### config.mk
export PLATFORM = sky130hd
export DESIGN_NAME = ps2_keyboard_fifo
export DESIGN_NICKNAME = d
export VERILOG_FILES = /design/src/rtl/ps2_keyboard_fifo.sv
export SDC_FILE = /design/constraint.sdc
export NUM_CORES = 1
export LEC_CHECK = 0
export BUFFER_PORTS_ARGS = -buffer_cell sky130_fd_sc_hd__buf_2
export CORE_ASPECT_RATIO = 1.2
export CORE_MARGIN = 8
export CORE_UTILIZATION = 30
export DETAILED_ROUTE_END_ITERATION = 10
export GPL_TIMING_DRIVEN = 1
export PLACE_DENSITY = 0.54
export SLEW_MARGIN = 20
export SYNTH_ARGS = -nofsm -noshare
export SYNTH_HDL_FRONTEND = slang
export SYNTH_SLANG_ARGS = --single-unit
export TNS_END_PERCENT = 10
### constraint.sdc
create_clock -name clk -period 3.91 [get_ports clk]
set_input_delay 0.391 -clock clk [delete_from_list [all_inputs] [get_ports clk]]
set_output_delay 0.391 -clock clk [all_outputs]
set_load 0.01 [all_outputs]
### src/rtl/ps2_keyboard_fifo.sv
// PS/2 keyboard front end: pin synchroniser, clock glitch filter, frame receiver with timeout,
// E0/F0 prefix decoder with Shift/Caps tracking, scan-code to ASCII map and a FWFT event FIFO.
module ps2_keyboard_fifo #(
  parameter int FIFO_DEPTH     = 16,
  parameter int FILTER_LEN     = 4,
  parameter int TIMEOUT_CYCLES = 100000,
  parameter int REPORT_BREAK   = 0
) (
  input  logic                          clk,
  input  logic                          reset,
  input  logic                          ps2_clk,
  input  logic                          ps2_data,
  input  logic                          rd_en,
  output logic [7:0]                    ascii_code,
  output logic                          ascii_release,
  output logic                          ascii_extended,
  output logic                          ascii_valid,
  output logic [$clog2(FIFO_DEPTH):0]   fifo_count,
  output logic                          overflow,
  output logic                          frame_error,
  output logic                          shift_active,
  output logic                          caps_lock
);

  localparam int AW = $clog2(FIFO_DEPTH);
  localparam int CW = AW + 1;
  localparam int FW = $clog2(FILTER_LEN);
  localparam int TW = $clog2(TIMEOUT_CYCLES + 1);

  typedef enum logic [1:0] {RX_IDLE, RX_DATA, RX_PARITY, RX_STOP} rx_state_t;
  typedef enum logic [1:0] {DEC_BASE, DEC_EXT, DEC_BRK, DEC_EXTBRK} dec_state_t;

  logic            clk_s1_q, clk_s2_q, dat_s1_q, dat_s2_q;
  logic            filt_q, filt_d, filt_prev_q;
  logic [FW-1:0]   flt_cnt_q, flt_cnt_d;
  rx_state_t       rx_q, rx_d;
  logic [2:0]      bit_cnt_q, bit_cnt_d;
  logic [7:0]      sr_q, sr_d;
  logic            par_ok_q, par_ok_d;
  logic [TW-1:0]   to_cnt_q, to_cnt_d;
  dec_state_t      dec_q, dec_d;
  logic            shl_q, shl_d, shr_q, shr_d, caps_q, caps_d;
  logic            push_q, push_d;
  logic [9:0]      entry_q, entry_d;
  logic [AW-1:0]   wr_ptr_q, wr_ptr_d, rd_ptr_q, rd_ptr_d;
  logic [CW-1:0]   count_q, count_d;
  logic            ovf_q, ovf_d;
  logic            ferr_q, ferr_d;
  logic [9:0]      mem [FIFO_DEPTH];
  logic [9:0]      head;

  logic            fall, byte_ready, err, is_make, is_break, key_ext, do_push, do_pop;
  logic [8:0]      map_w;

  // Returns {hit, ascii}; letters honour shift^caps, digits honour shift only.
  function automatic logic [8:0] map_key(input logic [7:0] code, input logic shift,
                                         input logic caps);
    logic [7:0] ch;
    logic       hit, letter;
    hit    = 1'b1;
    letter = 1'b1;
    ch     = 8'h00;
    case (code)
      8'h1C: ch = 8'h61;  8'h32: ch = 8'h62;  8'h21: ch = 8'h63;  8'h23: ch = 8'h64;
      8'h24: ch = 8'h65;  8'h2B: ch = 8'h66;  8'h34: ch = 8'h67;  8'h33: ch = 8'h68;
      8'h43: ch = 8'h69;  8'h3B: ch = 8'h6A;  8'h42: ch = 8'h6B;  8'h4B: ch = 8'h6C;
      8'h3A: ch = 8'h6D;  8'h31: ch = 8'h6E;  8'h44: ch = 8'h6F;  8'h4D: ch = 8'h70;
      8'h15: ch = 8'h71;  8'h2D: ch = 8'h72;  8'h1B: ch = 8'h73;  8'h2C: ch = 8'h74;
      8'h3C: ch = 8'h75;  8'h2A: ch = 8'h76;  8'h1D: ch = 8'h77;  8'h22: ch = 8'h78;
      8'h35: ch = 8'h79;  8'h1A: ch = 8'h7A;
      default: letter = 1'b0;
    endcase
    if (letter) begin
      if (shift ^ caps) ch = ch - 8'h20;
    end else begin
      case (code)
        8'h45: ch = shift ? 8'h29 : 8'h30;
        8'h16: ch = shift ? 8'h21 : 8'h31;
        8'h1E: ch = shift ? 8'h40 : 8'h32;
        8'h26: ch = shift ? 8'h23 : 8'h33;
        8'h25: ch = shift ? 8'h24 : 8'h34;
        8'h2E: ch = shift ? 8'h25 : 8'h35;
        8'h36: ch = shift ? 8'h5E : 8'h36;
        8'h3D: ch = shift ? 8'h26 : 8'h37;
        8'h3E: ch = shift ? 8'h2A : 8'h38;
        8'h46: ch = shift ? 8'h28 : 8'h39;
        8'h29: ch = 8'h20;
        8'h5A: ch = 8'h0D;
        8'h66: ch = 8'h08;
        8'h0D: ch = 8'h09;
        8'h76: ch = 8'h1B;
        default: hit = 1'b0;
      endcase
    end
    return {hit, ch};
  endfunction

  assign fall         = filt_prev_q & ~filt_q;
  assign map_w        = map_key(sr_q, shl_q | shr_q, caps_q);
  assign do_pop       = rd_en && (count_q != '0);
  assign do_push      = push_q && ((count_q != CW'(FIFO_DEPTH)) || do_pop);

  always_comb begin
    filt_d     = filt_q;
    flt_cnt_d  = '0;
    rx_d       = rx_q;
    bit_cnt_d  = bit_cnt_q;
    sr_d       = sr_q;
    par_ok_d   = par_ok_q;
    to_cnt_d   = to_cnt_q;
    dec_d      = dec_q;
    shl_d      = shl_q;
    shr_d      = shr_q;
    caps_d     = caps_q;
    push_d     = 1'b0;
    entry_d    = entry_q;
    wr_ptr_d   = wr_ptr_q;
    rd_ptr_d   = rd_ptr_q;
    count_d    = count_q;
    ovf_d      = ovf_q;
    byte_ready = 1'b0;
    err        = 1'b0;
    is_make    = 1'b0;
    is_break   = 1'b0;
    key_ext    = 1'b0;

    if (clk_s2_q != filt_q) begin
      if (flt_cnt_q == FW'(FILTER_LEN - 1)) filt_d = clk_s2_q;
      else                                  flt_cnt_d = flt_cnt_q + 1'b1;
    end

    case (rx_q)
      RX_IDLE: begin
        to_cnt_d = '0;
        if (fall && !dat_s2_q) begin
          rx_d      = RX_DATA;
          bit_cnt_d = '0;
        end
      end
      RX_DATA: if (fall) begin
        sr_d      = {dat_s2_q, sr_q[7:1]};
        bit_cnt_d = bit_cnt_q + 1'b1;
        if (bit_cnt_q == 3'd7) rx_d = RX_PARITY;
      end
      RX_PARITY: if (fall) begin
        par_ok_d = ^{sr_q, dat_s2_q};
        rx_d     = RX_STOP;
      end
      RX_STOP: if (fall) begin
        rx_d = RX_IDLE;
        if (dat_s2_q && par_ok_q) byte_ready = 1'b1;
        else                      err        = 1'b1;
      end
    endcase

    // Mid-frame watchdog: only counts while a frame is open and no edge arrives.
    if (rx_q != RX_IDLE && !fall) begin
      if (to_cnt_q == TW'(TIMEOUT_CYCLES)) begin
        err      = 1'b1;
        rx_d     = RX_IDLE;
        to_cnt_d = '0;
      end else begin
        to_cnt_d = to_cnt_q + 1'b1;
      end
    end else if (fall) begin
      to_cnt_d = '0;
    end

    if (err) begin
      dec_d = DEC_BASE;
    end else if (byte_ready) begin
      case (dec_q)
        DEC_BASE: begin
          if      (sr_q == 8'hE0) dec_d = DEC_EXT;
          else if (sr_q == 8'hF0) dec_d = DEC_BRK;
          else                    is_make = 1'b1;
        end
        DEC_EXT: begin
          if (sr_q == 8'hF0) dec_d = DEC_EXTBRK;
          else begin
            is_make = 1'b1;
            key_ext = 1'b1;
            dec_d   = DEC_BASE;
          end
        end
        DEC_BRK: begin
          is_break = 1'b1;
          dec_d    = DEC_BASE;
        end
        DEC_EXTBRK: begin
          is_break = 1'b1;
          key_ext  = 1'b1;
          dec_d    = DEC_BASE;
        end
      endcase
    end

    if (is_make) begin
      if      (sr_q == 8'h12) shl_d  = 1'b1;
      else if (sr_q == 8'h59) shr_d  = 1'b1;
      else if (sr_q == 8'h58) caps_d = ~caps_q;
      else if (map_w[8]) begin
        push_d  = 1'b1;
        entry_d = {1'b0, key_ext, map_w[7:0]};
      end
    end else if (is_break) begin
      if      (sr_q == 8'h12) shl_d = 1'b0;
      else if (sr_q == 8'h59) shr_d = 1'b0;
      else if (REPORT_BREAK != 0 && map_w[8]) begin
        push_d  = 1'b1;
        entry_d = {1'b1, key_ext, map_w[7:0]};
      end
    end

    // Full FIFO still accepts a push when the same cycle pops.
    if (push_q && !do_push) ovf_d = 1'b1;
    if (do_push) wr_ptr_d = wr_ptr_q + 1'b1;
    if (do_pop)  rd_ptr_d = rd_ptr_q + 1'b1;
    case ({do_push, do_pop})
      2'b10:   count_d = count_q + 1'b1;
      2'b01:   count_d = count_q - 1'b1;
      default: count_d = count_q;
    endcase
  end

  assign ferr_d = err;

  always_ff @(posedge clk) begin
    if (reset) begin
      clk_s1_q    <= 1'b1;
      clk_s2_q    <= 1'b1;
      dat_s1_q    <= 1'b1;
      dat_s2_q    <= 1'b1;
      filt_q      <= 1'b1;
      filt_prev_q <= 1'b1;
      flt_cnt_q   <= '0;
      rx_q        <= RX_IDLE;
      bit_cnt_q   <= '0;
      par_ok_q    <= 1'b0;
      to_cnt_q    <= '0;
      dec_q       <= DEC_BASE;
      shl_q       <= 1'b0;
      shr_q       <= 1'b0;
      caps_q      <= 1'b0;
      push_q      <= 1'b0;
      wr_ptr_q    <= '0;
      rd_ptr_q    <= '0;
      count_q     <= '0;
      ovf_q       <= 1'b0;
      ferr_q      <= 1'b0;
    end else begin
      clk_s1_q    <= ps2_clk;
      clk_s2_q    <= clk_s1_q;
      dat_s1_q    <= ps2_data;
      dat_s2_q    <= dat_s1_q;
      filt_q      <= filt_d;
      filt_prev_q <= filt_q;
      flt_cnt_q   <= flt_cnt_d;
      rx_q        <= rx_d;
      bit_cnt_q   <= bit_cnt_d;
      par_ok_q    <= par_ok_d;
      to_cnt_q    <= to_cnt_d;
      dec_q       <= dec_d;
      shl_q       <= shl_d;
      shr_q       <= shr_d;
      caps_q      <= caps_d;
      push_q      <= push_d;
      wr_ptr_q    <= wr_ptr_d;
      rd_ptr_q    <= rd_ptr_d;
      count_q     <= count_d;
      ovf_q       <= ovf_d;
      ferr_q      <= ferr_d;
    end
    sr_q    <= sr_d;
    entry_q <= entry_d;
  end

  always_ff @(posedge clk) begin
    if (do_push) mem[wr_ptr_q] <= entry_q;
  end

  assign head           = mem[rd_ptr_q];
  assign ascii_valid    = (count_q != '0);
  assign ascii_code     = ascii_valid ? head[7:0] : 8'h00;
  assign ascii_extended = ascii_valid & head[8];
  assign ascii_release  = ascii_valid & head[9];
  assign fifo_count     = count_q;
  assign overflow       = ovf_q;
  assign frame_error    = ferr_q;
  assign shift_active   = shl_q | shr_q;
  assign caps_lock      = caps_q;

endmodule

==> results of run 1 <==
[area by class of cell]
cell class                      count  area (sq um)
Fill cell                        3094         20990
Sequential cell                   217          5958
Multi-Input combinational cell    431          3480
Clock buffer                       29         639.4
Tap cell                          407         509.2
Timing Repair Buffer               36         225.2
Clock inverter                     15         195.2
Inverter                           19         71.32
[cell usage after synthesis (4+ instances only)]
cell type	n
edfxtp_1	161
nor2_1	72
dfxtp_1	56
mux4_2	45
nand2_1	33
a21oi_1	26
nor2b_1	25
nand3_1	22
inv_1	18
nor3_1	18
xor2_1	18
xnor2_1	17
clkbuf_1	15
buf_2	14
ha_1	14
o21ai_0	14
nand4_1	12
or2_2	8
nand2b_1	7
or3_1	6
and3_1	5
and4_1	5
buf_4	5
nor3b_1	5
buf_1	4
mux2i_1	4
nor4b_1	4
o211ai_1	4
[path summary, 6_finish.rpt]
kind | from | to | slack, ps | depth (start not counted)
worst max-delay path | flop | ascii_code[6] | 660 | 5
worst min-delay path | ps2_data | dat_s1_q | 50 | 2
worst max register to register | sr_q[3] | entry_q[5] | 820 | 8
worst min register to register | dat_s1_q | dat_s2_q | 410 | 1
[report_power, final]
group | switching, mW | total [mW] | internal, mW
logic | 0.403 | 0.795 | 0.392
registers | 0.0737 | 2.55 | 2.48
clock network | 0.899 | 2.33 | 1.43
total | 1.38 | 5.68 | 4.30
[cell usage in the layout (no fill, tap or decap), types with 5 or more instances in the layout]
master / synthesis / routed
edfxtp_1: 161 / 161
nand2_1: 33 / 33
nor3b_1: 5 / 5
mux4_2: 45 / 45
nand2b_1: 7 / 7
xnor2_1: 17 / 17
nor2b_1: 25 / 25
nand4_1: 12 / 12
ha_1: 14 / 14
buf_2: 14 / 23
clkbuf_16: 0 / 24
nor3_1: 18 / 18
and4_1: 5 / 5
xor2_1: 18 / 18
and3_1: 5 / 5
inv_1: 18 / 18
buf_4: 5 / 12
or3_1: 6 / 6
dfxtp_1: 56 / 54
a21oi_1: 26 / 26
o21ai_0: 14 / 14
or2_2: 8 / 8
nand3_1: 22 / 22
clkinv_2: 0 / 7
nor2_1: 72 / 72
[metal layers]
layer	up-vias	global-route usage [%]
met5	-	0
met3	50	1.719
met4	0	3.853
met1	2756	12.59
met2	168	18.62
li1	2721	-
[registers in the layout, indices dropped and copies added (netlist names), 2 cells and up, named ones only]
name        flops
bit_cnt_q       3
dec_q           2
entry_q         9
fifo_count      5
flt_cnt_q       2
mem           144
rd_ptr_q        4
rx_q            2
sr_q            8
to_cnt_q       17
wr_ptr_q        4
[critical path: stages, from the launching register on]
cell     delay [ps]
dfxtp_2         680
buf_12          290
mux4_2          520
mux4_2          500
nor2b_1         150
buf_2           170
[logic make-up after synthesis]
family | after synthesis
AO/OA/AOI/OAI | 81
XOR/XNOR | 36
adder cells (fa/ha/maj) | 15
buffers and inverters | 60
flip-flops | 217
multiplexers | 49
other | 1
AND/OR/NAND/NOR | 248
==> flow_summary.json, run 1 <==
{
  "htreeDepth": 1,
  "drtIter0Drc": 450,
  "die_height_microns": 213.1,
  "setup_viol": 0,
  "finalHoldViolations": 0,
  "clock_skew_ps": 12.17,
  "crit_fanout": 23,
  "dp_cells": 1110,
  "wire_per_inst_microns": 17.53,
  "drc": 0,
  "ctsResizeCount": 0,
  "num-nets-final": 749,
  "grt_usage_pct": 10.44,
  "max_freq_mhz": 308.0,
  "ys_warn_count": 0,
  "final.min_clock_period_ps": 3246,
  "io_buffers": 23,
  "vias": 5695,
  "final_area_sq_um": 11080,
  "globalplace.congestion": 0.9090,
  "ys.flop_type": "edfxtp_1",
  "dp_slack_ps": 884.0,
  "synth.mux.area_fraction_pct": 10.84,
  "diodes": 0,
  "synthSimpleGateAreaFrac_pct": 13.78,
  "synthAdderAreaFrac_pct": 2.009,
  "end_kind": "output port",
  "maxCapViolations": 0,
  "synth-xor-area-share_pct": 3.439,
  "synth-edff-count": 161,
  "critPathRequiredTime_ps": 3520,
  "synth_top_cell_by_area": "edfxtp_1",
  "synth_area_per_cell_sq_um": 13.74,
  "powerDensity_nw_per_um2": 512.6,
  "grt_pass1_wl_microns": 32480,
  "peakVddDrop_mv": 0.3386,
  "finalNonFillerCells": 1154,
  "vias_per_cell": 4.935,
  "synthArstFlopShare_pct": 0,
  "finalWirelength_microns": 20230,
  "postPlaceCellArea_sq_um": 10240,
  "fin_crit_sh_pct": 83.03,
  "path_class": "flop to output port",
  "fin_util_pct": 34.54,
  "synthCells": 707,
  "yosysUniqueCellTypes": 73,
  "path_clk_slew_ps": 60,
  "dr_wl_met3_microns": 959,
  "status": "completed",
  "synthToLayoutAreaGrowth_pct": 14.02,
  "cts-root-buf": "clkbuf_16",
  "place_hpwl_microns": 14040,
  "tns_ps": 0,
  "fin_hold_ws_ps": 52.49,
  "clock_sinks": 217,
  "drv_slew": 0,
  "top_layer_used": "met4",
  "relSlewSlack_pct": 27.61,
  "netlist_area_sq_um": 9716,
  "met2_length_microns": 9885,
  "critPathLaunchType": "flop",
  "tightest_slew_ps": 1086,
  "cts_tree": "yes",
  "synth_area_leaders": "edfxtp_1 50%, dfxtp_1 12%, mux4_2 10%",
  "hold_buffers": 0,
  "ys_ff_latch": 217,
  "clock_latency_ps": 520,
  "drive_above_1_share_pct": 20.08,
  "arrival_ps": 2860,
  "grt_setup_unrepaired": "false",
  "cts_made_buffers": 24,
  "antenna_left": 0,
  "synth_top_family_by_area": "simple AND/OR/NAND/NOR gates",
  "min_path_type": "input port to flop",
  "dieArea_sq_um": 38420,
  "start_util_pct": 30.29,
  "die_w_microns": 180.3,
  "std_cell_rows": 72,
  "grt_pass1_vias": 5837,
  "grt_overflow": 0,
  "yosysTopAreaCellShare_pct": 49.76,
  "power_mw": 5.678,
  "wl_met1_microns": 8716,
  "antenna_found_initial": 0,
  "first_pass_iters": 5,
  "fin_ws_ps": 663.7,
  "grt_max_degree": 36,
  "synth-compound-area-share_pct": 5.666,
  "num_io_pins": 25,
  "core-area_sq_um": 32070,
  "power_leakage_nw": 3.583,
  "yosysSeqAreaShare_pct": 61.30,
  "post-cts-setup-buffers": 0,
  "clock_path_buffers": 3
}
No activity file was read; power rests on OpenSTA's default activity.
==> inputs of run 2 (changes only) <==
--- a/config.mk
+++ b/config.mk
@@ -11,7 +11,7 @@
 export CORE_UTILIZATION = 30
 export DETAILED_ROUTE_END_ITERATION = 10
 export GPL_TIMING_DRIVEN = 1
-export PLACE_DENSITY = 0.54
+export PLACE_DENSITY = 0.56
 export SLEW_MARGIN = 20
 export SYNTH_ARGS = -nofsm -noshare
 export SYNTH_HDL_FRONTEND = slang
==> constraint.sdc (replaced) <==
create_clock -name clk -period 2.7 [get_ports clk]
set_input_delay 0.27 -clock clk [delete_from_list [all_inputs] [get_ports clk]]
set_output_delay 0.27 -clock clk [all_outputs]
set_load 0.01 [all_outputs]
==> flow_summary.json, run 2 (synthesis gave the netlist of run 1 again) <==
{
  "arrival_ps": 2420,
  "regMostFlops": "mem",
  "path_clk_slew_ps": 50,
  "num_io_pins": 25,
  "antenna_found_initial": 1,
  "dieArea_sq_um": 38420,
  "max_freq_mhz": 371.2,
  "globalplace.congestion": 0.9144,
  "drive_above_1_share_pct": 23.34,
  "final_area_sq_um": 11360,
  "wire_per_inst_microns": 18.30,
  "layout_commonest_cell": "edfxtp_1",
  "grt_usage_pct": 11.35,
  "core-area_sq_um": 32070,
  "htreeDepth": 1,
  "drv_slew": 0,
  "grt_overflow": 0,
  "critPathLaunchType": "flop",
  "cp_cell_sequence": "buf_12, mux4_2, mux4_2, nor2b_1, buf_2",
  "maxCapViolations": 0,
  "tightest_slew_ps": 1073,
  "clock_path_buffers": 3,
  "clock_skew_ps": 18.40,
  "first_pass_iters": 7,
  "grt_pass1_vias": 6144,
  "cpMaxStageDelayCell": "mux4_2",
  "slowest_delay_ps": 520,
  "start_util_pct": 30.29,
  "power_leakage_nw": 3.739,
  "antenna_left": 0,
  "diodes": 0,
  "vias_per_cell": 4.952,
  "finalHoldViolations": 0,
  "num-nets-final": 787,
  "path_class": "flop to output port",
  "io_buffers": 23,
  "critPathRequiredTime_ps": 2430,
  "drtIter0Drc": 467,
  "grt_setup_unrepaired": "true",
  "clock_latency_ps": 520,
  "relSlewSlack_pct": 28.18,
  "status": "completed",
  "finalWirelength_microns": 21800,
  "fin_util_pct": 35.41,
  "postPlaceCellArea_sq_um": 10540,
  "fin_crit_sh_pct": 99.78,
  "place_hpwl_microns": 15070,
  "peakVddDrop_mv": 0.4620,
  "vias": 5898,
  "final.min_clock_period_ps": 2694,
  "cts-root-buf": "clkbuf_16",
  "min_path_type": "input port to flop",
  "grt_max_degree": 37,
  "synthToLayoutAreaGrowth_pct": 16.88,
  "cts_made_buffers": 24,
  "die_w_microns": 180.3,
  "powerDensity_nw_per_um2": 710.6,
  "reg_top3": "mem: 144 flops, to_cnt_q: 17 flops, entry_q: 9 flops",
  "final_cell_mix": "161 x edfxtp_1, 68 x nor2_1, 55 x dfxtp_1",
  "clock_sinks": 217,
  "die_height_microns": 213.1,
  "largest_reg_flops": 144,
  "grt_pass1_wl_microns": 34690,
  "setup_viol": 0,
  "end_kind": "output port",
  "std_cell_rows": 72,
  "drc": 0,
  "crit_fanout": 11,
  "cp_common_cell": "mux4_2",
  "cts_tree": "yes",
  "power_mw": 8.069
}
## run 2: changes by cell type in the layout (fill, tap and decap cells not counted), sizes merged
cell         delta
buf            +36
bufinv          -2
dlygate4sd3     +2
clkbuf          +1
clkinv          +1
clkinvlp        -1
## run 2: repair_timing
action	4_1_cts	5_1_grt
resized for setup	3	0
buffers inserted	0	0
endpoints found under the setup margin	9	9
hold endpoints to repair	2	0
hold buffers	2	0
cloned	1	0
## run 2: power breakdown
group	leakage, nW	internal, mW	switching (mW)
logic	1.45	0.673	0.638
clock network	0.370	1.85	1.26
registers	1.92	3.59	0.0661
## run 2: per-layer routing
layer | track usage [%] | up-vias | wire, microns | part of all wire (%)
li1 | - | 2796 | - | -
met4 | 4.281 | 2 | 756 | 3.5
met1 | 13.32 | 2891 | 9090 | 42
met2 | 20.44 | 150 | 11000 | 50
met5 | 0 | - | 11 | 0.050
met3 | 2.128 | 59 | 938 | 4.3
## run 2: worst paths after layout
path,start,endpoint,slack [ps],depth (start not counted)
setup / recovery,flop,ascii_extended,6,5
setup reg to reg,sr_q[0],entry_q[7],130,5
hold / removal,rd_en,overflow,160,4
hold reg to reg,dat_s1_q,dat_s2_q,410,1
## run 2: layout make-up
cell class / count / area [sq um]
Clock buffer: 30 / 633.1
Fill cell: 3124 / 20710
Multi-Input combinational cell: 431 / 3495
Timing Repair Buffer: 74 / 564.3
Inverter: 19 / 71.32
Sequential cell: 217 / 5959
Tap cell: 407 / 509.2
Clock inverter: 13 / 123.9
## run 2: per-stage QoR
step           TNS, ps  setup slack (ps)  hold slack, ps  cells
6_report             0             5.946           158.9   1191
5_1_grt         -628.7            -95.69           165.9   1191
4_1_cts         -209.7            -48.92           138.5   1191
3_5_place_dp         0             169.5           393.2   1145
3_3_place_gp         0             132.5           392.0   1145
2_1_floorplan        0             68.93           373.8    708
## run 2: worst max-delay path: cells and delay by family (launching register included)
kind                   cells  cell delay, ps
buffers and inverters      2             320
flip-flops                 1             430
multiplexers               2            1020
AND/OR/NAND/NOR            1             150
